**src/rtl/rv_fetch_unit.sv**
```systemverilog
// RV32I instruction-fetch front end: one outstanding word request at a time,
// returned words buffered in a small FIFO toward decode, redirect flush and fault entries.
module rv_fetch_unit #(
    parameter int              XLEN       = 32,
    parameter logic [XLEN-1:0] RESET_PC   = '0,
    parameter int              FIFO_DEPTH = 4
) (
    input  logic                        clk,
    input  logic                        reset,
    output logic                        imem_req_valid,
    input  logic                        imem_req_ready,
    output logic [XLEN-1:0]             imem_req_addr,
    input  logic                        imem_rsp_valid,
    input  logic [31:0]                 imem_rsp_data,
    input  logic                        imem_rsp_err,
    input  logic                        redirect_valid,
    input  logic [XLEN-1:0]             redirect_pc,
    output logic                        if_valid,
    input  logic                        if_ready,
    output logic [31:0]                 if_instr,
    output logic [XLEN-1:0]             if_pc,
    output logic                        if_fault,
    output logic [$clog2(FIFO_DEPTH):0] fifo_count
);
    localparam int AW = $clog2(FIFO_DEPTH);
    localparam int CW = AW + 1;

    localparam logic [1:0] ST_IDLE  = 2'd0;
    localparam logic [1:0] ST_WAIT  = 2'd1;
    localparam logic [1:0] ST_DRAIN = 2'd2;
    localparam logic [1:0] ST_HALT  = 2'd3;

    localparam logic [31:0]     NOP_INSTR  = 32'h0000_0013;
    localparam logic [XLEN-1:0] PC_STEP    = XLEN'(32'd4);
    localparam logic [CW-1:0]   FULL_COUNT = CW'(FIFO_DEPTH);

    logic [1:0]            state_r, state_s;
    logic [XLEN-1:0]       fetch_pc_r, fetch_pc_s;
    logic [XLEN-1:0]       req_pc_r, req_pc_s;
    logic                  halt_pend_r, halt_pend_s;
    logic [31:0]           instr_mem_r [FIFO_DEPTH];
    logic [XLEN-1:0]       pc_mem_r    [FIFO_DEPTH];
    logic [FIFO_DEPTH-1:0] fault_mem_r;
    logic [AW-1:0]         rd_ptr_r, wr_ptr_r, wr_idx_s;
    logic [CW-1:0]         count_r;
    logic                  req_fire_s, outstanding_s, flush_s, push_s, pop_s;
    logic [31:0]           push_instr_s;
    logic [XLEN-1:0]       push_pc_s;
    logic                  push_fault_s;

    // Output decode from registered state; the request is held off while reset is asserted.
    always_comb begin
        if_valid = (count_r != {CW{1'b0}});
        if (if_valid) begin
            if_instr = instr_mem_r[rd_ptr_r];
            if_pc    = pc_mem_r[rd_ptr_r];
            if_fault = fault_mem_r[rd_ptr_r];
        end else begin
            if_instr = 32'h0000_0000;
            if_pc    = {XLEN{1'b0}};
            if_fault = 1'b0;
        end
        imem_req_valid = reset && (state_r == ST_IDLE) && (count_r < FULL_COUNT);
        imem_req_addr  = fetch_pc_r;
        fifo_count     = count_r;
    end

    // Next-state, FIFO push/pop/flush decisions; a redirect overrides everything else.
    always_comb begin
        state_s      = state_r;
        fetch_pc_s   = fetch_pc_r;
        req_pc_s     = req_pc_r;
        halt_pend_s  = halt_pend_r;
        push_s       = 1'b0;
        push_instr_s = imem_rsp_data;
        push_pc_s    = req_pc_r;
        push_fault_s = imem_rsp_err;
        flush_s      = 1'b0;
        pop_s        = 1'b0;
        req_fire_s   = imem_req_valid && imem_req_ready;
        // A response landing in the redirect cycle retires the request, so nothing is left to drain.
        outstanding_s = (((state_r == ST_WAIT) || (state_r == ST_DRAIN)) && !imem_rsp_valid)
                        || req_fire_s;
        if (redirect_valid) begin
            flush_s    = 1'b1;
            fetch_pc_s = redirect_pc;
            if (redirect_pc[1:0] != 2'b00) begin
                push_s       = 1'b1;
                push_instr_s = NOP_INSTR;
                push_pc_s    = redirect_pc;
                push_fault_s = 1'b1;
                if (outstanding_s) begin
                    state_s     = ST_DRAIN;
                    halt_pend_s = 1'b1;
                end else begin
                    state_s     = ST_HALT;
                    halt_pend_s = 1'b0;
                end
            end else begin
                halt_pend_s = 1'b0;
                if (outstanding_s) begin
                    state_s = ST_DRAIN;
                end else begin
                    state_s = ST_IDLE;
                end
            end
        end else begin
            pop_s = if_valid && if_ready;
            case (state_r)
                ST_IDLE: begin
                    if (req_fire_s) begin
                        state_s    = ST_WAIT;
                        req_pc_s   = fetch_pc_r;
                        fetch_pc_s = fetch_pc_r + PC_STEP;
                    end else begin
                        state_s = ST_IDLE;
                    end
                end
                ST_WAIT: begin
                    if (imem_rsp_valid) begin
                        push_s  = 1'b1;
                        state_s = imem_rsp_err ? ST_HALT : ST_IDLE;
                    end else begin
                        state_s = ST_WAIT;
                    end
                end
                ST_DRAIN: begin
                    if (imem_rsp_valid) begin
                        state_s     = halt_pend_r ? ST_HALT : ST_IDLE;
                        halt_pend_s = 1'b0;
                    end else begin
                        state_s = ST_DRAIN;
                    end
                end
                ST_HALT: begin
                    state_s = ST_HALT;
                end
                default: begin
                    state_s = ST_IDLE;
                end
            endcase
        end
        wr_idx_s = flush_s ? {AW{1'b0}} : wr_ptr_r;
    end

    // Control state, pointers and occupancy with synchronous active-low reset.
    always_ff @(posedge clk) begin
        if (!reset) begin
            state_r     <= ST_IDLE;
            fetch_pc_r  <= RESET_PC;
            req_pc_r    <= {XLEN{1'b0}};
            halt_pend_r <= 1'b0;
            rd_ptr_r    <= {AW{1'b0}};
            wr_ptr_r    <= {AW{1'b0}};
            count_r     <= {CW{1'b0}};
        end else begin
            state_r     <= state_s;
            fetch_pc_r  <= fetch_pc_s;
            req_pc_r    <= req_pc_s;
            halt_pend_r <= halt_pend_s;
            if (flush_s) begin
                rd_ptr_r <= {AW{1'b0}};
                wr_ptr_r <= push_s ? AW'(1'b1) : {AW{1'b0}};
                count_r  <= CW'(push_s);
            end else begin
                if (pop_s) begin
                    rd_ptr_r <= rd_ptr_r + AW'(1'b1);
                end
                if (push_s) begin
                    wr_ptr_r <= wr_ptr_r + AW'(1'b1);
                end
                count_r <= count_r + CW'(push_s) - CW'(pop_s);
            end
        end
    end

    // Entry storage; contents are masked by occupancy so no reset is needed here.
    always_ff @(posedge clk) begin
        if (reset && push_s) begin
            instr_mem_r[wr_idx_s] <= push_instr_s;
            pc_mem_r[wr_idx_s]    <= push_pc_s;
            fault_mem_r[wr_idx_s] <= push_fault_s;
        end
    end
endmodule

```
**config.mk**
```make
export PLATFORM = sky130hd
export DESIGN_NAME = rv_fetch_unit
export DESIGN_NICKNAME = d
export VERILOG_FILES = /design/src/rtl/rv_fetch_unit.sv
export SDC_FILE = /design/constraint.sdc
export NUM_CORES = 1
export LEC_CHECK = 0
export ABC_AREA = 1
export CAP_MARGIN = 20
export CORE_MARGIN = 2
export CORE_UTILIZATION = 28
export DETAILED_ROUTE_END_ITERATION = 8
export PLACE_DENSITY = 0.43
export SLEW_MARGIN = 20
export SYNTH_ARGS = -nofsm -noshare
export SYNTH_HDL_FRONTEND = slang
export SYNTH_SLANG_ARGS = --single-unit
export TNS_END_PERCENT = 5
```
**constraint.sdc**
```tcl
create_clock -name clk -period 16.7 [get_ports clk]
set_input_delay 2.505 -clock clk [delete_from_list [all_inputs] [get_ports clk]]
set_output_delay 2.505 -clock clk [all_outputs]
set_load 0.02 [all_outputs]
```
==> results of run 1 <==
[layout by cell type, fill, tap and decap left out, types with 8 or more instances in the layout]
cell / instances
sky130_fd_sc_hd__o21ai_0: 170
sky130_fd_sc_hd__nand3_1: 55
sky130_fd_sc_hd__edfxtp_1: 260
sky130_fd_sc_hd__a21oi_1: 103
sky130_fd_sc_hd__o31ai_1: 11
sky130_fd_sc_hd__buf_4: 16
sky130_fd_sc_hd__nand2_1: 178
sky130_fd_sc_hd__clkbuf_16: 40
sky130_fd_sc_hd__dfxtp_1: 74
sky130_fd_sc_hd__ha_1: 8
sky130_fd_sc_hd__nor2_1: 371
sky130_fd_sc_hd__inv_1: 138
sky130_fd_sc_hd__clkinv_2: 13
sky130_fd_sc_hd__clkdlybuf4s50_1: 172
sky130_fd_sc_hd__o22ai_1: 25
sky130_fd_sc_hd__a211oi_1: 13
[layout make-up]
type | count | area (um^2) | share of cell area [%]
clock buffers | 45 | 1040 | 5.66
clock inverters | 27 | 300 | 1.64
inverters | 144 | 542 | 2.95
multi-input cells | 969 | 4440 | 24.2
flip-flops and latches | 336 | 9330 | 50.9
well taps | 680 | 851 | 4.64
repair buffers | 189 | 1850 | 10.1
[worst paths after layout]
kind                              endpoint  slack, ns  cells past startpoint
setup / recovery            imem_req_valid       9.95                      5
hold / removal    req_pc_r[2]$_SDFFE_PN0P_       0.45                      2
setup reg to reg  fifo_count[2]$_SDFF_PP0_      13.68                      9
hold reg to reg   req_pc_r[2]$_SDFFE_PN0P_       0.45                      2
[metrics by stage]
| stage | total power (W) | instances | worst slack, ns |
|---|---|---|---|
| 2_1_floorplan | 0.00108 | 1531 | 8.63 |
| 3_3_place_gp | 0.00120 | 2318 | 9.93 |
| 3_5_place_dp | 0.00120 | 2318 | 9.94 |
| 4_1_cts | 0.00210 | 2390 | 9.94 |
| 5_1_grt | 0.00215 | 2390 | 9.91 |
| 6_report | 0.00207 | 2390 | 9.95 |
[logic make-up (layout without fill, tap and decap cells)]
logic type / after synthesis / in the layout / synth area share, %
buf+inv: 226 / 405 / 6.27
simple gates: 626 / 626 / 17.0
compound gates: 330 / 330 / 12.0
fa+ha+maj: 9 / 9 / 0.820
flops: 336 / 336 / 63.7
xor+xnor: 4 / 4 / 0.239
[state kept, by name, indices dropped and copies added (netlist names), named ones only]
register / flops
imem_req_addr: 32
rd_ptr_r: 2
pc_mem_r: 128
req_pc_r: 32
wr_ptr_r: 2
fifo_count: 3
state_r: 2
fault_mem_r: 4
instr_mem_r: 128
halt_pend_r: 1
[power by group through the flow]
stage          combinational [W]  sequential, W  clock, W
2_1_floorplan           0.000119       0.000964         0
3_3_place_gp            0.000234       0.000962         0
3_5_place_dp            0.000235       0.000962         0
4_1_cts                 0.000236       0.000944  0.000920
5_1_grt                 0.000253       0.000946  0.000954
6_report                0.000231       0.000944  0.000891
[layer usage]
| metal | vias up | wire [um] | share of wire (%) |
|---|---|---|---|
| li1 | 5453 | - | - |
| met1 | 5283 | 20500 | 47 |
| met2 | 245 | 20300 | 47 |
| met3 | 48 | 2070 | 4.7 |
| met4 | 0 | 644 | 1.5 |
| met5 | - | 0 | 0 |
[tightest hold or removal path, cell delays in order, from the launching register on]
cell and delay, ns:
sky130_fd_sc_hd__dfxtp_1 0.30, sky130_fd_sc_hd__inv_1 0.06, sky130_fd_sc_hd__a21oi_1 0.05
==> results.md, run 1 <==
Timing:
- Setup violations remaining at the end of the flow were counted as 0.
- The smallest clock period supported by the final layout is computed as 6.75 ns.
- Timing would allow up to 148 MHz.
- The final cycle utilization of the critical path is 40.4%.
- In the final timing run, aggregate negative setup slack is 0 ns.
- The relative slew slack is 27.4%.
- The smallest hold slack is 0.450 ns.
- The number of pins with negative max-slew slack in the final report is 0.
- The clock arrives with 0.0133 ns of skew.
- The worst-margin pin slew is 1.09 ns.
- Setup repair after global routing left no endpoint under its margin.
- The count of final hold-check violations is 0.

Pwr:
- Sequential cells account for 45.7% of the total power.
- The total leakage power is 6.58 nW.
- Per report_power, the clock group accounts for 43.1% of the total.
- The power per standard cell area is 113 mW/mm^2.
- Net switching is 24.7% of the power.
- The worst-case vdd ir drop is 0.0647 mV.
- The total internal power is 0.00156 W.
- Combinational logic burns 11.2% of the power.
- The analysis attributes to net switching a power of 0.000511 W.

Cells and area:
- The number of diodes added for antenna fixing is 0.
- Measured on the finished design, the core utilization comes to 35.6%.
- In the final layout, the share of cells above drive strength 1 is 6.08%.
- The final-layout fill cell count is 5307.
- After routing the design area is 0.0184 mm^2.
- In the final design database the tool counted 1759 nets.
- The area growth from synthesis to layout is 25.3%.

Setup path:
- Walking the worst path, the cells encountered are clkdlybuf4s50_1, buf_4, nand2_4, nor2_8, clkdlybuf4s50_1.
- Of all nets on the critical path, the largest fanout is 37.
- Broken down by cell family, the worst path's largest delay share belongs to buffers and inverters.
- For the worst setup path, the data arrival time is 4.24 ns.
- The critical path contains buffers and inverters numbering 3 combined.
- The longest individual stage delay on the worst path is 0.63 ns.
- The slowest library cell on the worst path is sky130_fd_sc_hd__clkdlybuf4s50_1.
- At the worst endpoint, the required time is 14.20 ns.
- The critical path starts at reset.
- The worst setup path is captured at an output port.
- The most used cell along the critical path is sky130_fd_sc_hd__clkdlybuf4s50_1.
- STA classifies the critical path startpoint as an input port.
- The critical path is of the in -> out type.
- The startpoint identified for the worst register-to-register timing path is fifo_count[2]$_SDFF_PP0_.

Synth:
- The number of synthesized register bits is 336.
- The gate count of the mapped netlist is 1531.
- Of the post-synthesis cell area, the dominant cell type holds 53.3%.
- Counting distinct cell types in the post-synthesis netlist gives 34.
- The number of synthesized flops with an enable pin is 260.
- Counting every net in the synthesized netlist gives 1611.
- In the synthesized netlist the async set-or-reset flop fraction comes to 0%.
- The cell area that synthesis handed to floorplanning was 0.0147 mm^2.
- Summed over all instances, the cell type with the most area after synthesis is sky130_fd_sc_hd__edfxtp_1.
- The most common flop cell mapped by yosys is sky130_fd_sc_hd__edfxtp_1.
- The post-synthesis average cell area is 9.57 um^2.
- In the synthesized netlist, the cells that appear most often are sky130_fd_sc_hd__nor2_1, sky130_fd_sc_hd__edfxtp_1, sky130_fd_sc_hd__nand2_1.
- For this run, the number of Yosys warnings is 0.
- The most frequently used cell type in the post-synthesis netlist is sky130_fd_sc_hd__nor2_1.
- The sequential element share of the synthesized area is 63.7%.
- After synthesis, the cell types taking the most area are sky130_fd_sc_hd__edfxtp_1, sky130_fd_sc_hd__dfxtp_1, sky130_fd_sc_hd__nor2_1.

Global route:
- Summed over all layers, the global routing overflow is 0.
- The met2 track demand over resource is 25.9%.
- The most congested layer reported by global routing is met2.
- Global routing consumed, over all layers together, 15.9% of the routing resources.
- The maximum number of pins on one net before global-route repair is 97.
- Global routing used 3.21% of the available met3 tracks.
- In the global route stage, met1 resource usage came out at 21.9%.
- The number of antenna violations at the first check in global routing came to 0.
- The first-pass GRT wire length is 65.2 mm.
- The number of global-route vias before repair came to 10793.

Detailed routing:
- Summed over all layers, the routed wires come to 43.6 mm.
- For this run, design rule violations remaining after detail routing come to 0.
- The via density per instance is 4.61.
- For this block, the initial DRC count from the detailed router was 639.
- The number of nets with antenna violations after detailed routing is 0.
- The routed layout has 11029 vias.
- The average wire per cell in the routed design is 18.2 um.
- The first-pass detailed-route iteration total is 5.

Floorplan:
- For this configuration, the core starts out at a cell density of 28.4%.
- The I/O pin count is 173.
- The total area inside the core boundary comes to 0.0515 mm^2.
- The die footprint is 0.0542 mm^2.
- The die is 233 um wide.
- The vertical die dimension is 233 um.
- The site row count is 83.

Min path:
- The startpoint identified for the worst hold timing path is req_pc_r[2]$_SDFFE_PN0P_.
- The kind of path behind the tightest hold check is reg -> reg.

Placed design:
- The number of buffers added on ports is 172.
- The global placement routability congestion is 0.831.
- Once detailed placement completed, the half-perimeter wirelength came to 25.5 mm.
- Summing all placed instances gives a cell area of 0.0170 mm^2.

Outcome:
- The flow ran to the end, and the final reports show no timing, DRC or antenna violations.

Clocking:
- The number of clock sinks is 336.
- In this run the post-CTS setup repair buffer count came out at 0.
- TritonCTS built the clock tree.
- The number of gates resized after CTS is 0.
- In this run, post-CTS hold repair placed 0 buffers.
- The number of buffers inserted during clock tree synthesis is 39.
- At the later pin of the worst-skew pair, clock insertion delay measures 0.55 ns.
- The cell sitting at the root of the clock tree is a sky130_fd_sc_hd__clkbuf_16.
- After clock tree synthesis, the clock-pin slew on the worst setup and hold paths is 0.06 ns.
- The number of buffers on the longest clock path is 3.
- The H-tree depth reported by CTS is 2.

Flow run:
- The count of max-cap constraint violations is 0.
(Power assumes the default switching activity.)
==> inputs of run 2 (changes only) <==
--- a/config.mk
+++ b/config.mk
@@ -10,7 +10,7 @@
 export CORE_MARGIN = 2
 export CORE_UTILIZATION = 28
 export DETAILED_ROUTE_END_ITERATION = 8
-export PLACE_DENSITY = 0.43
+export PLACE_DENSITY = 0.44
 export SLEW_MARGIN = 20
 export SYNTH_ARGS = -nofsm -noshare
 export SYNTH_HDL_FRONTEND = slang
==> constraint.sdc (replaced) <==
create_clock -name clk -period 5.6 [get_ports clk]
set_input_delay 0.84 -clock clk [delete_from_list [all_inputs] [get_ports clk]]
set_output_delay 0.84 -clock clk [all_outputs]
set_load 0.02 [all_outputs]
==> results.md, run 2 (synthesis results as in run 1) <==
Outcome:
- The flow ran to the end, and the final reports show no timing, DRC or antenna violations.

Timing:
- The relative slew slack is 36.4%.
- For this run, the top clock speed supported by timing is 242 MHz.
- The count of final hold-check violations is 0.
- Of the available clock period, the critical path in the final layout requires 73.7%.
- The smallest hold slack is 0.450 ns.
- For the pin with the worst max-slew slack, the measured transition is 0.954 ns.
- Across the routed clock network, the largest skew measured is 0.0114 ns.
- Setup violations remaining at the end of the flow were counted as 0.
- Setup repair after global routing left no endpoint under its margin.
- The number of pins with negative max-slew slack in the final report is 0.
- The final critical path time including I/O delays and setup is 4.13 ns.

Cells and area:
- In the layout the commonest cells are sky130_fd_sc_hd__nor2_1, sky130_fd_sc_hd__edfxtp_1, sky130_fd_sc_hd__nand2_1, sky130_fd_sc_hd__clkdlybuf4s50_1, sky130_fd_sc_hd__o21ai_0.
- The area growth from synthesis to layout is 24.9%.
- The count of non-filler cells in the finished layout is 2386.
- With fillers left out, the area of the finished cells amounts to 0.0183 mm^2.
- The final-layout fill cell count is 5259.
- In the final design database the tool counted 1760 nets.
- In the final layout, the registers with the most flip-flops are instr_mem_r x128, pc_mem_r x128.
- The library cell used most frequently in the layout, excluding fill and tap cells, is sky130_fd_sc_hd__nor2_1.
- The proportion of layout cells with a drive suffix above 1 is 5.63%.
- The number of antenna diodes in the final layout is 0.

Setup path:
- The critical path is of the reg -> out type.
- The signal on the critical path passes through clkinv_2, buf_4, buf_4, o21ai_0, a21oi_1, clkdlybuf4s50_1.
- For this design, the slowest cell found on the critical path is sky130_fd_sc_hd__clkdlybuf4s50_1.
- The endpoint of the worst register-to-register path is fifo_count[2]$_SDFF_PP0_.
- The largest fanout on the critical path is 53.
- The nature of the critical path startpoint is a flop.
- The largest single stage delay on the critical path is 0.65 ns.
- The critical path contains buffers and inverters numbering 4 combined.
- At the worst endpoint, the required time is 4.76 ns.
- The arrival time at the worst endpoint is 3.29 ns.
- The worst reg-to-reg path cell count is 9.
- The worst setup path is captured at an output port.
- The worst flop-to-flop path startpoint is fifo_count[2]$_SDFF_PP0_.
- The setup slack on the worst flop-to-flop path is 2.72 ns.
- Grouping stages by cell kind, the critical path spends the most delay in buffers and inverters.
- The most used cell along the critical path is sky130_fd_sc_hd__buf_4.

Global route:
- For this run, global-route usage on met2 was measured as 26.0%.
- For this run, the total global-route usage over all layers was measured as 16.3%.
- The number of antenna violations at the first check in global routing is 0.
- In the global route stage, met3 resource usage came out at 2.92%.
- Entering global routing, the biggest net connects 129 pins.
- The number of global-route vias before repair is 11059.
- The most congested layer reported by global routing is met2.
- The total overflow left after global routing is 0.
- The first global-routing pass estimated 66.7 mm of wire.
- For met1 alone, demand over resource in global routing was 22.2%.

Detailed routing:
- The detailed router finished its first iteration with 733 violations.
- Before antenna repair, the detailed router went through 5 iterations.
- The number of nets with antenna violations after detailed routing is 0.
- After detailed routing, the average wire length per cell comes to 18.5 um.
- After detailed routing, the number of remaining DRC violations is 0.
- The via density per instance is 4.62.
- The final wirelength is 44.1 mm.
- The total number of vias is 11012.

Placed design:
- Counting tap cells, the placed design contains a total of 2318 instances.
- The global placement routability congestion is 0.824.
- The detailed-placement wirelength estimate is 26.4 mm.
- The number of buffers added on ports is 172.
- The area of placed instances is 0.0171 mm^2.

Clocking:
- The clock input transition at the sequential cells of the worst setup and hold paths is 0.06 ns.
- In this run, post-CTS repair resized a total of 0 instances.
- The clock root buffer is sky130_fd_sc_hd__clkbuf_16.
- The number of buffers inserted during clock tree synthesis is 40.
- The H-tree depth reported by CTS is 2.
- The setup fix buffers added after clock tree synthesis is 0.
- The clock reaches the later pin of the worst-skew pair after 0.55 ns.
- The number of buffers on the longest clock path is 3.
- TritonCTS built the clock tree.
- The count of hold-fix buffers inserted at cts is 0.
- The clock net in this run drives a total of 336 sinks.

Pwr:
- The post-layout total power is 0.00598 W.
- Summed over all cells, the static leakage comes to 6.54 nW.
- The worst-case vdd ir drop is 0.191 mV.
- For this design the ratio of total power to cell area is 327 mW/mm^2.

Min path:
- In this run the most critical hold path is launched from req_pc_r[19]$_SDFFE_PN0P_.
- The sink of the worst hold path is req_pc_r[19]$_SDFFE_PN0P_.
- The kind of path behind the tightest hold check is reg -> reg.
- The instance count along the most critical hold path is 2.

Floorplan:
- The core area is 0.0515 mm^2.
- The floorplan step defined a die boundary enclosing 0.0542 mm^2.
- From left edge to right edge, the die measures 233 um.
- The site row count is 83.
- The effective utilization at floorplan is 28.4%.
- The I/O pin count is 173.
- The vertical die dimension is 233 um.

Flow run:
- The tool flagged a number of max-cap violations equal to 0.
-- run 2: changes by cell type in the layout (fill, tap and decap cells not counted), sizes merged --
| cell | before | now |
|---|---|---|
| bufinv | 6 | 2 |
| clkbuf | 45 | 49 |
| clkinv | 22 | 20 |
| inv | 142 | 140 |
-- run 2: layout make-up --
class,count,area (um^2),share of cell area [%]
Clock buffer,49,1090,5.93
Clock inverter,19,143,0.779
Inverter,144,543,2.97
Multi-Input combinational cell,969,4440,24.2
Sequential cell,336,9330,51.0
Tap cell,680,851,4.65
Timing Repair Buffer,189,1910,10.4
-- run 2: worst register-to-register path: stages (launching register included) --
cell and delay [ns]:
sky130_fd_sc_hd__dfxtp_1 0.42, sky130_fd_sc_hd__nor3_2 0.20, sky130_fd_sc_hd__buf_4 0.72, sky130_fd_sc_hd__nor2_1 0.26, sky130_fd_sc_hd__ha_1 0.36, sky130_fd_sc_hd__inv_1 0.04
sky130_fd_sc_hd__ha_1 0.18, sky130_fd_sc_hd__fa_1 0.38, sky130_fd_sc_hd__xor2_1 0.16, sky130_fd_sc_hd__nor2_1 0.05
-- run 2: metrics by stage --
step | util, % | TNS [ns] | setup WS [ns]
6_report | 35.5 | 0 | 1.47
5_1_grt | 35.5 | 0 | 1.22
4_1_cts | 35.5 | 0 | 1.42
3_5_place_dp | 33.1 | 0 | 2.02
3_3_place_gp | 33.1 | 0 | 2.07
2_1_floorplan | - | -207.17 | -0.805
-- run 2: metal layers --
metal / vias up / wire, um
li1: 5453 / -
met1: 5238 / 21200
met2: 258 / 19700
met3: 63 / 2080
met4: 0 / 1190
met5: - / 0
-- run 2: worst max path at each step --
stage                   startpoint                        to  slack, ns  depth (start not counted)
finish                        flop              if_instr[15]       1.47                          6
global route                  flop              if_instr[15]       1.22                          6
CTS                           flop              if_instr[15]       1.42                          6
detailed placement            flop              if_instr[15]       2.02                          6
global placement              flop              if_instr[27]       2.07                          6
floorplan           redirect_valid  fault_mem_r[0]$_DFFE_PP_      -0.81                          4
-- run 2: report_power, final --
part / switching (W) / internal, W / leakage (nW)
sequential: 0.0000433 / 0.00277 / 3.02
clock: 0.00101 / 0.00146 / 0.608
combinational: 0.000433 / 0.000258 / 2.91
total: 0.00149 / 0.00449 / 6.54
==> RTL change (settings of run 2) <==
Make the reset (`reset`) asynchronous in one clocked block. Comments in the files are not updated.
--- a/src/rtl/rv_fetch_unit.sv
+++ b/src/rtl/rv_fetch_unit.sv
@@ -144,7 +144,7 @@
     end
 
     // Control state, pointers and occupancy with synchronous active-low reset.
-    always_ff @(posedge clk) begin
+    always_ff @(posedge clk or negedge reset) begin
         if (!reset) begin
             state_r     <= ST_IDLE;
             fetch_pc_r  <= RESET_PC;
Check against the original RTL: differs if reset is asserted again (counterexample within 4 cycles, from zero or initial values and one cycle with reset low); with reset held inactive, the same outputs for 4 cycles.
==> RTL change against run 2 <==
- cell area is 0.29% higher
- sequential cell count is 2 lower
- non-clock buffer count stayed put
- via count is 1.5% lower
- register-to-register slack worse by 0.26 ns
- sequential share of layout area is 1.6 points higher
- maximum frequency is 6.5% lower
- synthesized area is 0.64% higher
- synthesized cell count is 2.7% lower
- setup slack worse by 0.29 ns
- routed wire length is 2.7% lower
Power is not compared: it rests on default switching activity, and its combinational part moved more than twofold at a synthesized area within 25%.
==> RTL change: results (changes against run 2) <==
stage,metric,value,unit,change
global_route,gr usage total,0.1574,,-0.005153
detailed_routing,1st-iter DRT viols,675,,-7.9%
placement,placed instance count,2289,,-1.3%
synth,synth cell count leaders,"358 x nor2_1, 260 x edfxtp_1, 205 x nand2_1",,
setup_path,CP arrival,3.57,ns,+0.28 ns
detailed_routing,DR WL/cell,18.20,um,-1.5%
setup_path,maximum fanout along the worst path,59,,+11%
global_route,first-pass GRT wire length,64740,um,-3.0%
synth,multiplexer share of the synthesized area,0,,unchanged
synth,Most used DFF post-synth,edfxtp_1,,
synth,Yosys cell types,32,,-5.9%
global_route,pin count of the biggest net entering global routing,96,,-26%
clock_network,post-CTS setup buffer count,0,,unchanged
placement,Final HPWL DP,26090,um,-1.0%
synth,xor/xnor share of the synthesized area,0.001782,,-0.0006091
synth,syn nets,1569,,-2.6%
worst_hold_path,Hold Crit Class,input pin to async pin,,
synth,dominant cells by area after synthesis,"edfxtp_1 53%, dfrtp_1 13%, nor2_1 9.1%",,
sta,clock skew,0.01457,ns,+0.003168 ns
placement,Port Buf Inserts,172,,unchanged
synth,Ys Warns,0,,unchanged
placement,dpl cell area,17140,um2,+0.38%
final_layout,layout cells sized above 1,0.06168,,+0.005405
clock_network,Inserted Clock Buffers,39,,-2.5%
setup_path,worst setup path startpoint,rd_ptr_r[0],,
final_layout,n_diodes,0,,unchanged
clock_network,Root Driver,clkbuf_16,,
final_layout,final net count,1722,,-2.2%
setup_path,Crit Reg-Reg Startpoint,fifo_count[2],,
synth,"EDFF count, synth",260,,unchanged
detailed_routing,First-pass DRT Iterations,4,,-1
synth,Synth Area in Compound Gates,0.1031,,-0.01671
clock_network,"Clk Latency, worst-skew pair",0.55,ns,about the same
clock_network,Num Clock Sinks,334,,-0.60%
sta,Worst-Margin Slew,1.092,ns,+0.1379 ns
placement,DP Worst Slack,1.641,ns,-0.3802 ns
synth,cell count after synthesis,1489,,-2.7%
synth,ys async rst share,0.2216,,+0.2216
synth,Synth Area in Adders,0.008145,,-0.00005216
synth,sequential share of the synthesized area,0.6550,,+0.01835
detailed_routing,vias,10840,,-1.5%
clock_network,H-tree depth,2,,unchanged
outcome,run status,finished clean,,
placement,Routability Congestion,0.8039,,-2.5%
detailed_routing,Vias/cell,4.598,,-0.37%
==> RTL change: cell count changes after synthesis, sizes merged, moves of 4 or more <==
| cell | run 2 | this run |
|---|---|---|
| o22ai | 25 | 16 |
| nor2 | 374 | 367 |
| o211ai | 0 | 5 |
| a211oi | 13 | 0 |
| dfxtp | 76 | 0 |
| clkbuf | 32 | 27 |
| o31ai | 11 | 0 |
| o21ai | 171 | 188 |
| nand3 | 56 | 52 |
| a31oi | 5 | 0 |
| a21oi | 103 | 85 |
| dfrtp | 0 | 74 |
| nand2 | 181 | 208 |
| inv | 142 | 127 |
==> RTL change: final cells by class <==
cell class                 instances  area, um2
clock inverter                    22      158.9
multi-input combinational        951       4278
inverter                         127      478.0
fill                            5373      33980
clock buffer                      47       1059
timing repair buffer             189       1859
sequential                       334       9664
tap                              688      860.8
==> RTL change: worst paths after layout <==
path                                      to  slack, ns  cells past startpoint
setup reg to reg               fifo_count[2]       2.46                     14
setup / recovery                   if_pc[20]       1.19                      5
hold / removal             imem_req_addr[16]       0.25                      1
hold reg to reg                 req_pc_r[16]       0.48                      2
min in group clk                req_pc_r[16]       0.48                      2
max in group asynchronous   imem_req_addr[2]       4.36                      2
==> RTL change: report_power, final <==
part	total (uW)	switching (uW)	internal (uW)
registers	3160	155	3000
clock network	2450	1010	1430
logic	2180	1370	805
==> RTL change: worst max-delay path: stages, from the launching register on <==
cell,delay [ns]
dfrtp_4,0.70
clkinv_2,0.75
buf_4,0.54
o21ai_0,0.22
a21oi_1,0.17
clkdlybuf4s50_1,0.62
==> RTL change: per-layer routing <==
layer | vias to the layer above | GRT usage | share of wire
met5 | - | 0 | 0
met4 | 0 | 0.03956 | 0.018
met2 | 233 | 0.2551 | 0.47
met3 | 53 | 0.03174 | 0.047
li1 | 5287 | - | -
met1 | 5269 | 0.2153 | 0.47
